**config.mk**
```make
export PLATFORM = sky130hd
export DESIGN_NAME = spi_arbiter_flat
export DESIGN_NICKNAME = d
export VERILOG_FILES = /design/src/rtl/spi_arbiter_if.sv /design/src/rtl/spi_arbiter.sv /design/src/flat_wrapper.sv
export SDC_FILE = /design/constraint.sdc
export NUM_CORES = 1
export LEC_CHECK = 0
export CELL_PAD_IN_SITES_DETAIL_PLACEMENT = 1
export CELL_PAD_IN_SITES_GLOBAL_PLACEMENT = 1
export CORE_MARGIN = 2
export CORE_UTILIZATION = 35
export DETAILED_ROUTE_END_ITERATION = 12
export PLACE_DENSITY = 0.77
export SETUP_SLACK_MARGIN = 0.5
export SYNTH_ARGS = -nofsm -noshare
export SYNTH_HDL_FRONTEND = slang
export SYNTH_SLANG_ARGS = --single-unit
export TNS_END_PERCENT = 5
```
**constraint.sdc**
```tcl
create_clock -name clk -period 2.6 [get_ports clk]
set_input_delay 0.78 -clock clk [delete_from_list [all_inputs] [get_ports clk]]
set_output_delay 0.78 -clock clk [all_outputs]
set_load 0.01 [all_outputs]
```
**src/rtl/spi_arbiter_if.sv**
```systemverilog
// spi_arbiter_if
//   Bundles the request/response and SPI-master signals of spi_arbiter.
//   slave  modport: the arbiter's view (inputs: req, tx0, tx1, spi_rx;
//                   outputs: done, rx_data, busy, spi_en, spi_tx).
//   master modport: the opposite direction, for the requesters/SPI side.
interface spi_arbiter_if;
    logic [1:0] req;
    logic [7:0] tx0;
    logic [7:0] tx1;
    logic [1:0] done;
    logic [7:0] rx_data;
    logic       busy;
    logic       spi_en;
    logic [7:0] spi_tx;
    logic [7:0] spi_rx;

    modport slave (
        input  req, tx0, tx1, spi_rx,
        output done, rx_data, busy, spi_en, spi_tx
    );

    modport master (
        output req, tx0, tx1, spi_rx,
        input  done, rx_data, busy, spi_en, spi_tx
    );
endinterface

```
**src/rtl/spi_arbiter.sv**
```systemverilog
// spi_arbiter
//   Two-requester round-robin arbiter in front of an SPI master. A grant
//   latches the winner's byte, waits SETUP_CYC cycles, holds spi_en high for
//   FRAME_CYC cycles, captures spi_rx in a one-cycle CAPTURE state, pulses
//   done for the winner on the first GAP cycle and idles GAP_CYC cycles.
// Ports:
//   clk  - clock, all logic on posedge
//   rst  - synchronous active-high reset
//   bus  - spi_arbiter_if.slave: req, tx0, tx1, spi_rx in;
//          done, rx_data, busy, spi_en, spi_tx out
module spi_arbiter #(
    parameter int unsigned SETUP_CYC = 4,
    parameter int unsigned FRAME_CYC = 32,
    parameter int unsigned GAP_CYC   = 8
) (
    input  logic          clk,
    input  logic          rst,
    spi_arbiter_if.slave  bus
);

    localparam logic [15:0] SETUP_LD = 16'(SETUP_CYC);
    localparam logic [15:0] FRAME_LD = 16'(FRAME_CYC);
    localparam logic [15:0] GAP_LD   = 16'(GAP_CYC);

    typedef enum logic [2:0] {
        IDLE    = 3'd0,
        SETUP   = 3'd1,
        XFER    = 3'd2,
        CAPTURE = 3'd3,
        GAP     = 3'd4
    } state_t;

    state_t      state_q, state_d;
    logic [15:0] cnt_q,   cnt_d;
    logic        ptr_q,   ptr_d;
    logic        g_q,     g_d;
    logic [7:0]  tx_q,    tx_d;
    logic [7:0]  rx_q,    rx_d;
    logic [1:0]  done_q,  done_d;
    logic        en_q,    en_d;
    logic        win;

    // Tie goes to the requester that was not granted last; a lone request
    // always wins.
    assign win = bus.req[1] & (~bus.req[0] | ~ptr_q);

    always_ff @(posedge clk) begin
        if (rst) begin
            state_q <= IDLE;
            cnt_q   <= '0;
            ptr_q   <= 1'b1;
            g_q     <= 1'b0;
            tx_q    <= '0;
            rx_q    <= '0;
            done_q  <= '0;
            en_q    <= 1'b0;
        end else begin
            state_q <= state_d;
            cnt_q   <= cnt_d;
            ptr_q   <= ptr_d;
            g_q     <= g_d;
            tx_q    <= tx_d;
            rx_q    <= rx_d;
            done_q  <= done_d;
            en_q    <= en_d;
        end
    end

    always_comb begin
        state_d = state_q;
        cnt_d   = cnt_q;
        ptr_d   = ptr_q;
        g_d     = g_q;
        tx_d    = tx_q;
        rx_d    = rx_q;
        done_d  = 2'b00;

        case (state_q)
            IDLE: begin
                if (bus.req != 2'b00) begin
                    g_d     = win;
                    ptr_d   = win;
                    tx_d    = win ? bus.tx1 : bus.tx0;
                    cnt_d   = SETUP_LD;
                    state_d = SETUP;
                end
            end
            SETUP: begin
                if (cnt_q == 16'd1) begin
                    cnt_d   = FRAME_LD;
                    state_d = XFER;
                end else begin
                    cnt_d = cnt_q - 16'd1;
                end
            end
            XFER: begin
                if (cnt_q == 16'd1) begin
                    cnt_d   = '0;
                    state_d = CAPTURE;
                end else begin
                    cnt_d = cnt_q - 16'd1;
                end
            end
            CAPTURE: begin
                rx_d    = bus.spi_rx;
                done_d  = g_q ? 2'b10 : 2'b01;
                cnt_d   = GAP_LD;
                state_d = GAP;
            end
            GAP: begin
                if (cnt_q == 16'd1) begin
                    cnt_d   = '0;
                    state_d = IDLE;
                end else begin
                    cnt_d = cnt_q - 16'd1;
                end
            end
            default: begin
                cnt_d   = '0;
                state_d = IDLE;
            end
        endcase

        // spi_en is a register that is high exactly while the state is XFER.
        en_d = (state_d == XFER);
    end

    assign bus.done    = done_q;
    assign bus.rx_data = rx_q;
    assign bus.busy    = (state_q != IDLE);
    assign bus.spi_en  = en_q;
    assign bus.spi_tx  = tx_q;

endmodule

```
**src/flat_wrapper.sv**
```systemverilog
// flat-port wrapper written by rule: the top's interface ports become plain ports
module spi_arbiter_flat 
#(
    parameter int unsigned SETUP_CYC = 4,
    parameter int unsigned FRAME_CYC = 32,
    parameter int unsigned GAP_CYC   = 8
)
  (clk, rst, bus_req, bus_tx0, bus_tx1, bus_spi_rx, bus_done, bus_rx_data, bus_busy, bus_spi_en, bus_spi_tx);
  spi_arbiter_if bus_i ();
  input  logic clk;
  input  logic rst;
  input wire logic [$bits(bus_i.req)-1:0] bus_req;
  input wire logic [$bits(bus_i.tx0)-1:0] bus_tx0;
  input wire logic [$bits(bus_i.tx1)-1:0] bus_tx1;
  input wire logic [$bits(bus_i.spi_rx)-1:0] bus_spi_rx;
  output wire logic [$bits(bus_i.done)-1:0] bus_done;
  output wire logic [$bits(bus_i.rx_data)-1:0] bus_rx_data;
  output wire logic [$bits(bus_i.busy)-1:0] bus_busy;
  output wire logic [$bits(bus_i.spi_en)-1:0] bus_spi_en;
  output wire logic [$bits(bus_i.spi_tx)-1:0] bus_spi_tx;
  assign bus_i.req = bus_req;
  assign bus_i.tx0 = bus_tx0;
  assign bus_i.tx1 = bus_tx1;
  assign bus_i.spi_rx = bus_spi_rx;
  assign bus_done = bus_i.done;
  assign bus_rx_data = bus_i.rx_data;
  assign bus_busy = bus_i.busy;
  assign bus_spi_en = bus_i.spi_en;
  assign bus_spi_tx = bus_i.spi_tx;
  spi_arbiter #(.SETUP_CYC(SETUP_CYC), .FRAME_CYC(FRAME_CYC), .GAP_CYC(GAP_CYC)) u_core (.clk(clk), .rst(rst), .bus(bus_i));
endmodule
```
## After elaboration in Yosys (flattened, before gate mapping)

Index checks and enable logic that the tools add are counted.

| word-level totals | value |
|---|---|
| output and inout bits | 20 |
| word-level logic and storage cells | 38 |
| input port bits | 28 |
| bits in registers | 40 |

| operators by class | value |
|---|---|
| add/subtract/negate cells | 1 |
| bitwise gates (word level) | 5 |
| reduce and logical (&&, ||, !) cells | 6 |
| muxes and demuxes | 11 |
| equal/unequal tests | 7 |

Operators with widths:

| cell | number |
|---|---|
| one-hot mux 16 bit (4 select lines) | 1 |
| two-way mux 16 bit | 3 |
| == test 16 x 1 -> 1 bit (second input constant) | 1 |
| subtractor 16 x 1 -> 16 bit (second input constant) | 1 |
| one-hot mux 3 bit (5 select lines) | 1 |
| two-way mux 3 bit | 4 |
| == test 3 x 2 -> 1 bit (second input constant) | 3 |
| two-way mux 8 bit | 1 |
| OR reduction 2 bit | 2 |
| == test 3 x 1 -> 1 bit (second input constant) | 1 |
| == test 3 bit (second input constant) | 1 |
| zero test 3 bit | 1 |
| NOT 1 bit | 3 |
| nonzero test 3 bit | 1 |
| two-way mux 2 bit | 1 |
| != test 2 x 1 -> 1 bit (second input constant) | 1 |
| AND reduction 2 bit | 1 |
| nonzero test 2 bit | 1 |
| AND 1 bit | 1 |
| bitwise OR 1 bit | 1 |

## Logic depth before layout (Yosys ltp)

| depth | value |
|---|---|
| depth after elaboration | 4 |
| depth in mapped cells | 7 |
| gate-level depth less buffers | 7 |

## Worst setup path before layout

OpenSTA, ideal clock, no wires.

| path | value |
|---|---|
| kind | register -> register |
| start point | register u_core.cnt_q[6] |
| end point | register u_core.state_q[0] |
| stages on the path, launching flop included | 6 |
| required time | 2,472 ps |
| library setup time | 128 ps |
| clock period less this slack | 2,005 ps |
| buffers on the path | 0 |
| slack | 595 ps |
| arrival time | 1,877 ps |
| path through | dfxtp_1 -> or4_4 -> nor4_4 -> mux2_4 -> a21oi_1 -> nor2_1 |

| on the way | value |
|---|---|
| longest elaborated chain between the ends | 3 |
| elaborated cells on any way between the ends | 5 |
| classes of those cells | 1 x eq/ne; 4 x mux |

RTL lines:

| item | RTL line | text |
|---|---|---|
| start: declaration | spi_arbiter.sv:34 | `logic [15:0] cnt_q, cnt_d;` |
| start signal: assignment | spi_arbiter.sv:59 | `cnt_q <= cnt_d;` |
| == test 16 x 1 -> 1 bit * | spi_arbiter.sv:89, spi_arbiter.sv:97, spi_arbiter.sv:111 |  |
| two-way mux 3 bit (on tied branches) | spi_arbiter.sv:111, spi_arbiter.sv:89, spi_arbiter.sv:97 |  |
| one-hot mux 3 bit (5 select lines) * | spi_arbiter.sv:78 | `case (state_q)` |
| end signal: assignment | spi_arbiter.sv:58 | `state_q <= state_d;` |
| end: declaration | spi_arbiter.sv:33 | `state_t state_q, state_d;` |

Every way passes the cells marked *; elsewhere a longest branch is shown, timed or not.
A chain may end at the register's enable or synchronous reset.

## Final worst setup path

| path | value |
|---|---|
| start point | register u_core.state_q[0] |
| end point | output port bus_busy |

| on the way | value |
|---|---|
| longest elaborated chain between the ends | 1 |

RTL lines:

| item | RTL line | text |
|---|---|---|
| nonzero test 3 bit | spi_arbiter.sv:130 | `assign bus.busy = (state_q != IDLE);` |
| end: declaration | flat_wrapper.sv:18 | `output wire logic [$bits(bus_i.busy)-1:0] bus_busy;` |

Every way passes these cells.

==> results.txt <==
Sum Neg Setup Slack - 0 ns
Final hold violation count - 0
EDFF count, synth - 0
First-pass GRT wire length - 7540 um
Die Ht - 75.3 um
Slew of the pin with the lowest slew margin - 0.683 ns
Vias in the first global route - 1592
DRC Markers - 0
Max_slew headroom - 0.543
Yosys cell types - 40
RSZ-0062 raised after global routing - true
CP Class - flip-flop to output pin
Hold Path Class - flip-flop to flip-flop
Via density - 5.02
Post-DR wirelength/cell - 15.0 um
Worst EP arrival - 1.27 ns
Post-route cell area - 0.00255 mm^2
FMAX - 489 MHz
Initial Util - 0.369
RR Startpoint - u_core.cnt_q[7]
CP max FO - 7
Status - completed
Clk buf depth - 2
FF-to-FF End - u_core.state_q[0]
Peak supply drop - 0.266 mV
Synth Flop Type - dfxtp_1
Placeable Area - 0.00482 mm^2
Port Buffers - 47
Final #Nets - 280
Rows - 25
Drt initial violations - 45
Inserted Clock Buffers - 5
Clock skew - 0.00834 ns
Filler Cells Inserted - 555
CP startpoint kind - flip-flop
Post-Synthesis Cells - 192
Yosys reg bits - 40
Die ar. - 0.00567 mm^2
Layout cells sized above 1 - 0.151
Final weighted congestion in routability-driven placement - 0.710
Synth area leader - dfxtp_1
Drt first pass iters - 4
Seq/Total Area, Yosys - 0.450
Leak - 1.03 nW
Clock latency on the worst-skew pair - 0.29 ns
Sink Count - 40
Initial antenna violation count - 0
Area Growth Syn to Fin - 43.1%
Global-route total usage across every layer - 0.179
Most common cell in the netlist - dfxtp_1
Vias - 1595
CTS Hold Bufs - 0
Grt total ovfl - 0
Mapped Nets - 222
Most frequent cells after synthesis - 40 x dfxtp_1, 36 x nor2_1, 17 x mux2i_1
Flop2flop setup slack - 0.56 ns
Critical Path End Type - output pin
Final period utilization - 0.787
Required @ worst endpoint - 1.82 ns
Ranking of synthesized cells by area - dfxtp_1 45%, mux2i_1 9.6%, nor2_1 7.6%
# H-tree levels - 2
Area post-placement - 0.00237 mm^2
Synth top area share - 0.450
Max cap viols - 0
Final setup viols - 0
Min cycle time layout - 2.05 ns
Root Driver - clkbuf_8
Worst hold stages - 1
Hold path startpoint - u_core.g_q
Final ANT Viol Nets - 0
HPWL Detailed - 3350 um
Mapped cell area - 0.00178 mm^2
Reg2reg path depth - 6
Power Density - 752 mW/mm^2
DRT Wirelength - 4760 um
Clk slew on worst S/H paths - 0.08 ns
Io pins - 48
Die Wd - 75.3 um
Average size of a mapped cell - 9.27 um^2
Yosys warns - 0
Largest net degree at the start of global routing - 30
Hold EP - u_core.bus.done[0]
Worst hold slack - 0.471 ns
Slew Limit Fails - 0
CTS tree - built
Post-synth ARST share - 0
ANT cells - 0
[placed cells by master (no fill, tap or decap), drive strengths merged, types with 3 or more instances in the layout]
cell type,count
clkdlybuf4s50,44
dfxtp,40
nor2,39
mux2i,17
a21oi,11
nor3,11
buf,10
a211oi,9
xnor2,7
clkbuf,7
inv,7
nor4,5
xor2,4
nand2,3
nor3b,3
or3,3
nor2b,3
or4,3
[sequential cells by signal, summed over array words and instances (netlist names)]
signal              count
u_core.bus.done         2
u_core.bus.rx_data      8
u_core.bus.spi_en       1
u_core.bus.spi_tx       8
u_core.cnt_q           16
u_core.g_q              1
u_core.ptr_q            1
u_core.state_q          3
[worst max-delay path: stages, from the launching register on]
cell and delay, ns:
dfxtp_2 0.37, nor3_4 0.22, inv_2 0.09, dlygate4sd2_1 0.29
[timing repair]
| item | 4_1_cts | 5_1_grt |
|---|---|---|
| setup endpoints to repair | 12 | 18 |
| pin swaps | 3 | 2 |
| buffers inserted | 2 | 0 |
| cloned | 1 | 0 |
| gates resized for setup | 6 | 7 |
[worst max path at each step]
stage	slack, ns	startpoint	endpoint	cells past startpoint
after floorplan	0.60	u_core.cnt_q[6]	u_core.state_q[0]	5
final	0.55	u_core.state_q[0]	bus_busy	3
after global placement	0.27	bus_req[0]	u_core.cnt_q[8]	6
after global routing	0.47	u_core.cnt_q[1]	u_core.state_q[0]	8
after detailed placement	0.23	bus_req[0]	u_core.cnt_q[8]	6
after CTS	0.46	u_core.cnt_q[0]	u_core.cnt_q[9]	8
[metrics by stage]
| step | utilization | power [mW] | instances | setup slack (ns) |
|---|---|---|---|---|
| floorplan | - | 1.15 | 192 | 0.595 |
| global placement | 0.491 | 1.33 | 307 | 0.266 |
| detailed placement | 0.491 | 1.35 | 307 | 0.230 |
| CTS | 0.525 | 1.92 | 318 | 0.457 |
| global route | 0.529 | 2.02 | 318 | 0.471 |
| finish | 0.529 | 1.92 | 318 | 0.553 |
[cell families (layout without fill, tap and decap cells)]
logic type | after synthesis | count (layout) | synth area share
fa+ha+maj | 2 | 2 | 0.0141
simple gates | 78 | 79 | 0.243
flops | 40 | 40 | 0.450
compound gates | 29 | 29 | 0.104
xor+xnor | 11 | 11 | 0.0541
buf+inv | 14 | 72 | 0.0302
mux | 18 | 18 | 0.104
[where the power goes]
group          leakage (nW)  switching [mW]  internal (mW)
Combinational         0.641           0.299          0.306
Clock                0.0645           0.220          0.339
Sequential            0.329          0.0667          0.685
Total                  1.03           0.586           1.33
[final cells by class]
type                    instances  area, um^2  area share
clock buffers                   7        96.3      0.0378
clock inverters                 1        30.0      0.0118
inverters                       7        26.3      0.0103
multi-input cells             139         955       0.375
flip-flops and latches         40         806       0.316
well taps                      67        83.8      0.0329
repair buffers                 57         549       0.216
[metal layers]
metal | vias up | routed length [um] | global-route usage
met3 | 9 | 226 | 0.0582
met1 | 765 | 2120 | 0.219
met2 | 32 | 2330 | 0.294
li1 | 789 | - | -
met5 | - | 0 | 0
met4 | 0 | 91 | 0.0682
(Power assumes the default switching activity.)
